`config.mk`:
```
export PLATFORM = sky130hd
export DESIGN_NAME = uart_imem_loader
export DESIGN_NICKNAME = d
export VERILOG_FILES = /design/src/rtl/uart_imem_loader.sv
export SDC_FILE = /design/constraint.sdc
export NUM_CORES = 1
export LEC_CHECK = 0
export ABC_AREA = 1
export CAP_MARGIN = 40
export CORE_ASPECT_RATIO = 2
export CORE_MARGIN = 4
export CORE_UTILIZATION = 45
export DETAILED_ROUTE_END_ITERATION = 12
export PLACE_DENSITY_LB_ADDON = 0.05
export SYNTH_ARGS = -nofsm -noshare
export SYNTH_HDL_FRONTEND = slang
export SYNTH_SLANG_ARGS = --single-unit
```
`constraint.sdc`:
```
create_clock -name CLK -period 10.2 [get_ports CLK]
set_clock_uncertainty 0.1 [all_clocks]
set_input_delay 1.02 -clock CLK [delete_from_list [all_inputs] [get_ports CLK]]
set_output_delay 1.02 -clock CLK [all_outputs]
set_load 0.02 [all_outputs]
```
`src/rtl/uart_imem_loader.sv`:
```
// uart_imem_loader: receives a framed program over an 8N1 UART line and writes
// it word by word into instruction memory while holding the core in reset.
// Frame: SYNC_BYTE, word count N, 4*N data bytes (little-endian words), XOR checksum.

module uart_imem_loader #(
  parameter int         CLKS_PER_BIT = 104,
  parameter int         MAX_WORDS    = 14,
  parameter logic [7:0] SYNC_BYTE    = 8'hA5
) (
  input  logic        CLK,
  input  logic        RST,
  input  logic        RX,
  output logic        WE,
  output logic [31:0] A,
  output logic [31:0] WD,
  output logic        CORE_RST,
  output logic        DONE,
  output logic        ERR
);

  localparam int               CNT_W     = $clog2(CLKS_PER_BIT + 1);
  localparam logic [CNT_W-1:0] BIT_LAST  = CNT_W'(CLKS_PER_BIT - 1);
  localparam logic [CNT_W-1:0] HALF_LAST = CNT_W'(CLKS_PER_BIT / 2 - 1);
  localparam logic [7:0]       MAX_N     = 8'(MAX_WORDS);

  typedef enum logic [1:0] {
    RX_IDLE = 2'd0, RX_START = 2'd1, RX_DATA = 2'd2, RX_STOP = 2'd3
  } rx_state_t;

  typedef enum logic [1:0] {
    LD_SYNC = 2'd0, LD_COUNT = 2'd1, LD_DATA = 2'd2, LD_CHECK = 2'd3
  } ld_state_t;

  logic             rx_meta_r, rx_sync_r;
  rx_state_t        rx_state_r, rx_state_next_s;
  logic [CNT_W-1:0] clk_cnt_r;
  logic [2:0]       bit_idx_r;
  logic [7:0]       rx_byte_r;
  logic             byte_valid_r, frame_err_r;
  logic             half_tick_s, bit_tick_s;

  ld_state_t        ld_state_r, ld_state_next_s;
  logic [7:0]       word_cnt_r, word_idx_r, csum_r;
  logic [1:0]       byte_idx_r;
  logic [23:0]      word_buf_r;
  logic             start_s, abort_s, count_load_s, count_bad_s;
  logic             data_byte_s, word_write_s, last_word_s, last_write_s;
  logic             check_byte_s, csum_ok_s, csum_bad_s;

  assign half_tick_s = (clk_cnt_r == HALF_LAST);
  assign bit_tick_s  = (clk_cnt_r == BIT_LAST);

  // Two-flop synchronizer for the asynchronous RX line, reset to idle-high.
  always_ff @(posedge CLK or posedge RST) begin
    if (RST) begin
      rx_meta_r <= 1'b1;
      rx_sync_r <= 1'b1;
    end else begin
      rx_meta_r <= RX;
      rx_sync_r <= rx_meta_r;
    end
  end

  // RX bit-engine state register.
  always_ff @(posedge CLK or posedge RST) begin
    if (RST) rx_state_r <= RX_IDLE;
    else     rx_state_r <= rx_state_next_s;
  end

  // RX bit-engine next state: start edge, mid-start recheck, 8 data bits, stop bit.
  always_comb begin
    rx_state_next_s = rx_state_r;
    case (rx_state_r)
      RX_IDLE:  if (!rx_sync_r) rx_state_next_s = RX_START; else rx_state_next_s = RX_IDLE;
      RX_START: if (half_tick_s) rx_state_next_s = rx_sync_r ? RX_IDLE : RX_DATA;
                else rx_state_next_s = RX_START;
      RX_DATA:  if (bit_tick_s && (bit_idx_r == 3'd7)) rx_state_next_s = RX_STOP;
                else rx_state_next_s = RX_DATA;
      RX_STOP:  if (bit_tick_s) rx_state_next_s = RX_IDLE; else rx_state_next_s = RX_STOP;
      default:  rx_state_next_s = RX_IDLE;
    endcase
  end

  // RX bit timing, LSB-first shift register and the byte-valid / framing-error pulses.
  always_ff @(posedge CLK or posedge RST) begin
    if (RST) begin
      clk_cnt_r    <= '0;
      bit_idx_r    <= 3'd0;
      rx_byte_r    <= 8'd0;
      byte_valid_r <= 1'b0;
      frame_err_r  <= 1'b0;
    end else begin
      byte_valid_r <= 1'b0;
      frame_err_r  <= 1'b0;
      case (rx_state_r)
        RX_IDLE: begin
          clk_cnt_r <= '0;
          bit_idx_r <= 3'd0;
        end
        RX_START: clk_cnt_r <= half_tick_s ? '0 : clk_cnt_r + 1'b1;
        RX_DATA: begin
          if (bit_tick_s) begin
            clk_cnt_r <= '0;
            rx_byte_r <= {rx_sync_r, rx_byte_r[7:1]};
            bit_idx_r <= bit_idx_r + 3'd1;
          end else begin
            clk_cnt_r <= clk_cnt_r + 1'b1;
          end
        end
        RX_STOP: begin
          if (bit_tick_s) begin
            clk_cnt_r    <= '0;
            byte_valid_r <= rx_sync_r;
            frame_err_r  <= ~rx_sync_r;
          end else begin
            clk_cnt_r <= clk_cnt_r + 1'b1;
          end
        end
        default: clk_cnt_r <= '0;
      endcase
    end
  end

  // Loader FSM state register.
  always_ff @(posedge CLK or posedge RST) begin
    if (RST) ld_state_r <= LD_SYNC;
    else     ld_state_r <= ld_state_next_s;
  end

  // Loader action decode: what the current byte-valid / framing-error pulse means.
  always_comb begin
    start_s      = (ld_state_r == LD_SYNC) && byte_valid_r && (rx_byte_r == SYNC_BYTE);
    abort_s      = (ld_state_r != LD_SYNC) && frame_err_r;
    count_load_s = (ld_state_r == LD_COUNT) && byte_valid_r &&
                   (rx_byte_r != 8'd0) && (rx_byte_r <= MAX_N);
    count_bad_s  = (ld_state_r == LD_COUNT) && byte_valid_r && !count_load_s;
    data_byte_s  = (ld_state_r == LD_DATA) && byte_valid_r;
    word_write_s = data_byte_s && (byte_idx_r == 2'd3);
    last_word_s  = (word_idx_r == (word_cnt_r - 8'd1));
    last_write_s = word_write_s && last_word_s;
    check_byte_s = (ld_state_r == LD_CHECK) && byte_valid_r;
    csum_ok_s    = check_byte_s && (rx_byte_r == csum_r);
    csum_bad_s   = check_byte_s && (rx_byte_r != csum_r);
  end

  // Loader next state; every error and every checksum byte lands back in SYNC.
  always_comb begin
    ld_state_next_s = ld_state_r;
    if (abort_s || count_bad_s || check_byte_s) ld_state_next_s = LD_SYNC;
    else if (start_s)                           ld_state_next_s = LD_COUNT;
    else if (count_load_s)                      ld_state_next_s = LD_DATA;
    else if (last_write_s)                      ld_state_next_s = LD_CHECK;
    else                                        ld_state_next_s = ld_state_r;
  end

  // Loader datapath and registered memory/status outputs.
  always_ff @(posedge CLK or posedge RST) begin
    if (RST) begin
      WE         <= 1'b0;
      A          <= 32'd0;
      WD         <= 32'd0;
      CORE_RST   <= 1'b0;
      DONE       <= 1'b0;
      ERR        <= 1'b0;
      word_cnt_r <= 8'd0;
      word_idx_r <= 8'd0;
      byte_idx_r <= 2'd0;
      csum_r     <= 8'd0;
      word_buf_r <= 24'd0;
    end else begin
      WE <= 1'b0;
      if (start_s) begin
        CORE_RST   <= 1'b1;
        DONE       <= 1'b0;
        ERR        <= 1'b0;
        word_idx_r <= 8'd0;
        byte_idx_r <= 2'd0;
        csum_r     <= 8'd0;
      end
      if (abort_s || count_bad_s || csum_bad_s) ERR <= 1'b1;
      if (count_load_s) word_cnt_r <= rx_byte_r;
      if (data_byte_s) begin
        csum_r     <= csum_r ^ rx_byte_r;
        byte_idx_r <= byte_idx_r + 2'd1;
        case (byte_idx_r)
          2'd0: word_buf_r[7:0]   <= rx_byte_r;
          2'd1: word_buf_r[15:8]  <= rx_byte_r;
          2'd2: word_buf_r[23:16] <= rx_byte_r;
          2'd3: begin
            WE <= 1'b1;
            A  <= {22'd0, word_idx_r, 2'b00};
            WD <= {rx_byte_r, word_buf_r};
            if (!last_word_s) word_idx_r <= word_idx_r + 8'd1;
          end
          default: word_buf_r <= word_buf_r;
        endcase
      end
      if (csum_ok_s) begin
        DONE     <= 1'b1;
        CORE_RST <= 1'b0;
      end
    end
  end

endmodule

```
==> results.yml <==
clocking:
  cts_inserted_buffers: 17
  cts_setup_buffers: 0
  clock-sinks: 120
  post_cts_resized: 0
  cts-root-buf: "clkbuf_16"
  clk_latency_ps: 410
  cts_buffer_depth: 2
  cts_tree: "done"
  path_clk_slew_ps: 50
  cts_hold_buf: 0
  cts-htree-levels: 4
yosys:
  netlist_instances: 613
  synth_warnings: 0
  syn_area_um2: 5390
  synth_seq_cells: 120
  avgSynthCellArea_um2: 8.80
  seq_area_frac_synth_pct: 55.7
  synthDistinctLibCells: 35
setup_path:
  cp_cell_sequence: "clkdlybuf4s50_1"
  arrival_ps: 1390
  path_class: "register to output port"
  critical-path-top-delay-family: "buffers and inverters"
  worstPathMaxFanout: 2
  crit_required_ps: 9080
  critPathBufInv: 1
  end_kind: "output port"
  slowest_delay_ps: 620
  crit_path_start_kind: "register"
  cp_slowest_cell: "clkdlybuf4s50_1"
timing:
  max_freq_ghz: 0.398
  slew_violations: 0
  max-slew-margin-rel_pct: 48.4
  setup_viol: 0
  rsz0062_at_grt: "false"
  fin_crit_ps: 2510
  worst_pin_slew_ps: 772
  timing_hold_violations_final: 0
  fin_tns_setup_ps: 0
  setup_ws_ps: 7690
  period_share_pct: 24.6
floorplan:
  die_h_um: 163
  ioPinCount: 71
  dieWidth_um: 85.4
  rows: 56
  die_area_um2: 13900
  core_area_um2: 11700
  start_util_pct: 46.1
power:
  p_leak_nw: 3.29
  ir_drop_mv: 0.158
  powerDensity_nw_per_um2: 171
drt:
  top_layer: "met4"
  drc_errors: 0
  wl_met3_um: 410
  wl_met1_um: 4630
  viasPerCell: 4.88
  met2_length_um: 6620
  wl_um: 12000
  wire_per_inst_um: 14.7
  num_vias: 3996
  drt_pre_antenna_iters: 4
  final_antenna_net_count: 0
  drt-initial-drc-count: 125
cells_and_area:
  seqCellArea_um2: 3010
  drive_above_1_share_pct: 7.12
  num_antenna_cells: 0
  num-fill-cells: 1076
  fin_nets: 675
  multi_input_area_um2: 2000
  synthToLayoutAreaGrowth_pct: 21.1
  layout.cells.non_filler: 819
place:
  port_buffers: 46
  place_inst: 789
  pre_cts_slack_ps: 7530
  dp_hpwl_um: 8740
  gp_congestion: 0.852
grt:
  first_global_vias: 4121
  grt_pass1_wl_um: 20500
  grt.total_usage_pct: 18.9
  antenna_found_initial: 0
  grt_max_degree: 58
  grt-ovfl-total: 0
run_status:
  status: "finished clean"
run:
  drv_cap: 0
min_path:
  hold_path.class: "register to register"
per-stage QoR:
step	power [mW]	utilization, %	cell area, um^2	hold slack (ps)
after floorplan	0.508	-	5480	245
after global placement	0.504	50.1	5870	248
after detailed placement	0.506	50.6	5920	253
after CTS	1.13	55.8	6530	261
after global routing	1.15	55.8	6530	266
final	1.11	55.8	6530	257
cell usage after synthesis:
master	n	area (um^2)
nand2_1	196	736
dfrtp_1	118	2950
o21ai_0	62	310
inv_1	51	191
nand3_1	37	185
nor2_1	31	116
buf_4	26	195
xor2_1	15	131
clkbuf_1	12	45.0
ha_1	9	113
nor3_1	9	45.0
nor4_1	5	31.3
buf_2	4	20.0
nand4_1	4	25.0
a21oi_1	3	15.0
nor2_2	3	18.8
xnor2_1	3	26.3
a22o_1	2	17.5
dfstp_2	2	52.6
inv_2	2	7.51
nand2_2	2	12.5
nand2_4	2	22.5
nor3b_1	2	15.0
o211ai_1	2	15.0
a211oi_1	1	7.51
a21oi_2	1	8.76
a22oi_1	1	7.51
buf_6	1	11.3
clkinv_1	1	3.75
conb_1	1	3.75
nand3b_1	1	7.51
nor2_4	1	11.3
nor3_4	1	16.3
o21a_1	1	7.51
o21ai_2	1	8.76
power breakdown:
| group | total (mW) | leakage [nW] | switching, mW | internal, mW |
|---|---|---|---|---|
| Sequential | 0.478 | 1.66 | 0.000248 | 0.477 |
| Combinational | 0.0198 | 1.33 | 0.0176 | 0.00217 |
| Clock | 0.617 | 0.296 | 0.199 | 0.418 |
| Total | 1.11 | 3.29 | 0.217 | 0.898 |
layout make-up:
type	count	share of cell area, %
sequential	120	46.0
multi-input combinational	419	30.6
timing repair buffer	51	8.10
clock buffer	22	7.11
inverter	54	3.14
tap	145	2.78
clock inverter	8	2.24
cell usage in the layout, fill, tap and decap left out, types with 3 or more instances in the layout:
cell and instances:
nor2_1 31, a21oi_1 3, nand4_1 4, ha_1 9
clkbuf_1 3, nand2_1 196, dfrtp_1 118, xor2_1 15
conb_1 24, xnor2_1 3, clkdlybuf4s50_1 46, nand3_1 37
inv_1 50, o21ai_0 62, bufinv_16 4, nor3_1 9
clkbuf_16 17, nor2_2 3, nor4_1 5
sequential cells by signal (all words and copies together) (netlist names), 2 cells and up:
signal	flops
A	8
WD	32
bit_idx_r	3
byte_idx_r	2
clk_cnt_r	7
csum_r	8
ld_state_r	2
rx_byte_r	8
rx_state_r	2
word_buf_r	24
word_cnt_r	8
word_idx_r	8
final timing paths:
check / start / endpoint / slack, ps / cells after the start
min in group asynchronous: RST / WD[12] / 950 / 2
worst max-delay path: WD[28] / WD[28] / 7690 / 1
max in group asynchronous: RST / bit_idx_r[1] / 8020 / 4
worst min register to register: rx_meta_r / rx_sync_r / 260 / 0
worst max register to register: ld_state_r[0] / word_idx_r[2] / 7700 / 8
worst min-delay path: rx_meta_r / rx_sync_r / 260 / 0
layer usage:
layer | GRT usage [%] | vias up
met5 | 0 | -
met4 | 8.72 | 0
met3 | 4.41 | 26
met2 | 34.1 | 73
met1 | 20.6 | 1898
li1 | - | 1999
cells by family after synthesis:
kind of cell    Yosys count  share of synthesized area (%)
simple gates            294                           23.0
flops                   120                           55.7
buf+inv                  97                           8.79
compound gates           74                           7.38
xor+xnor                 18                           2.92
fa+ha+maj                 9                           2.09
other cells               1                         0.0695
Power figures use the tool's default switching activity.
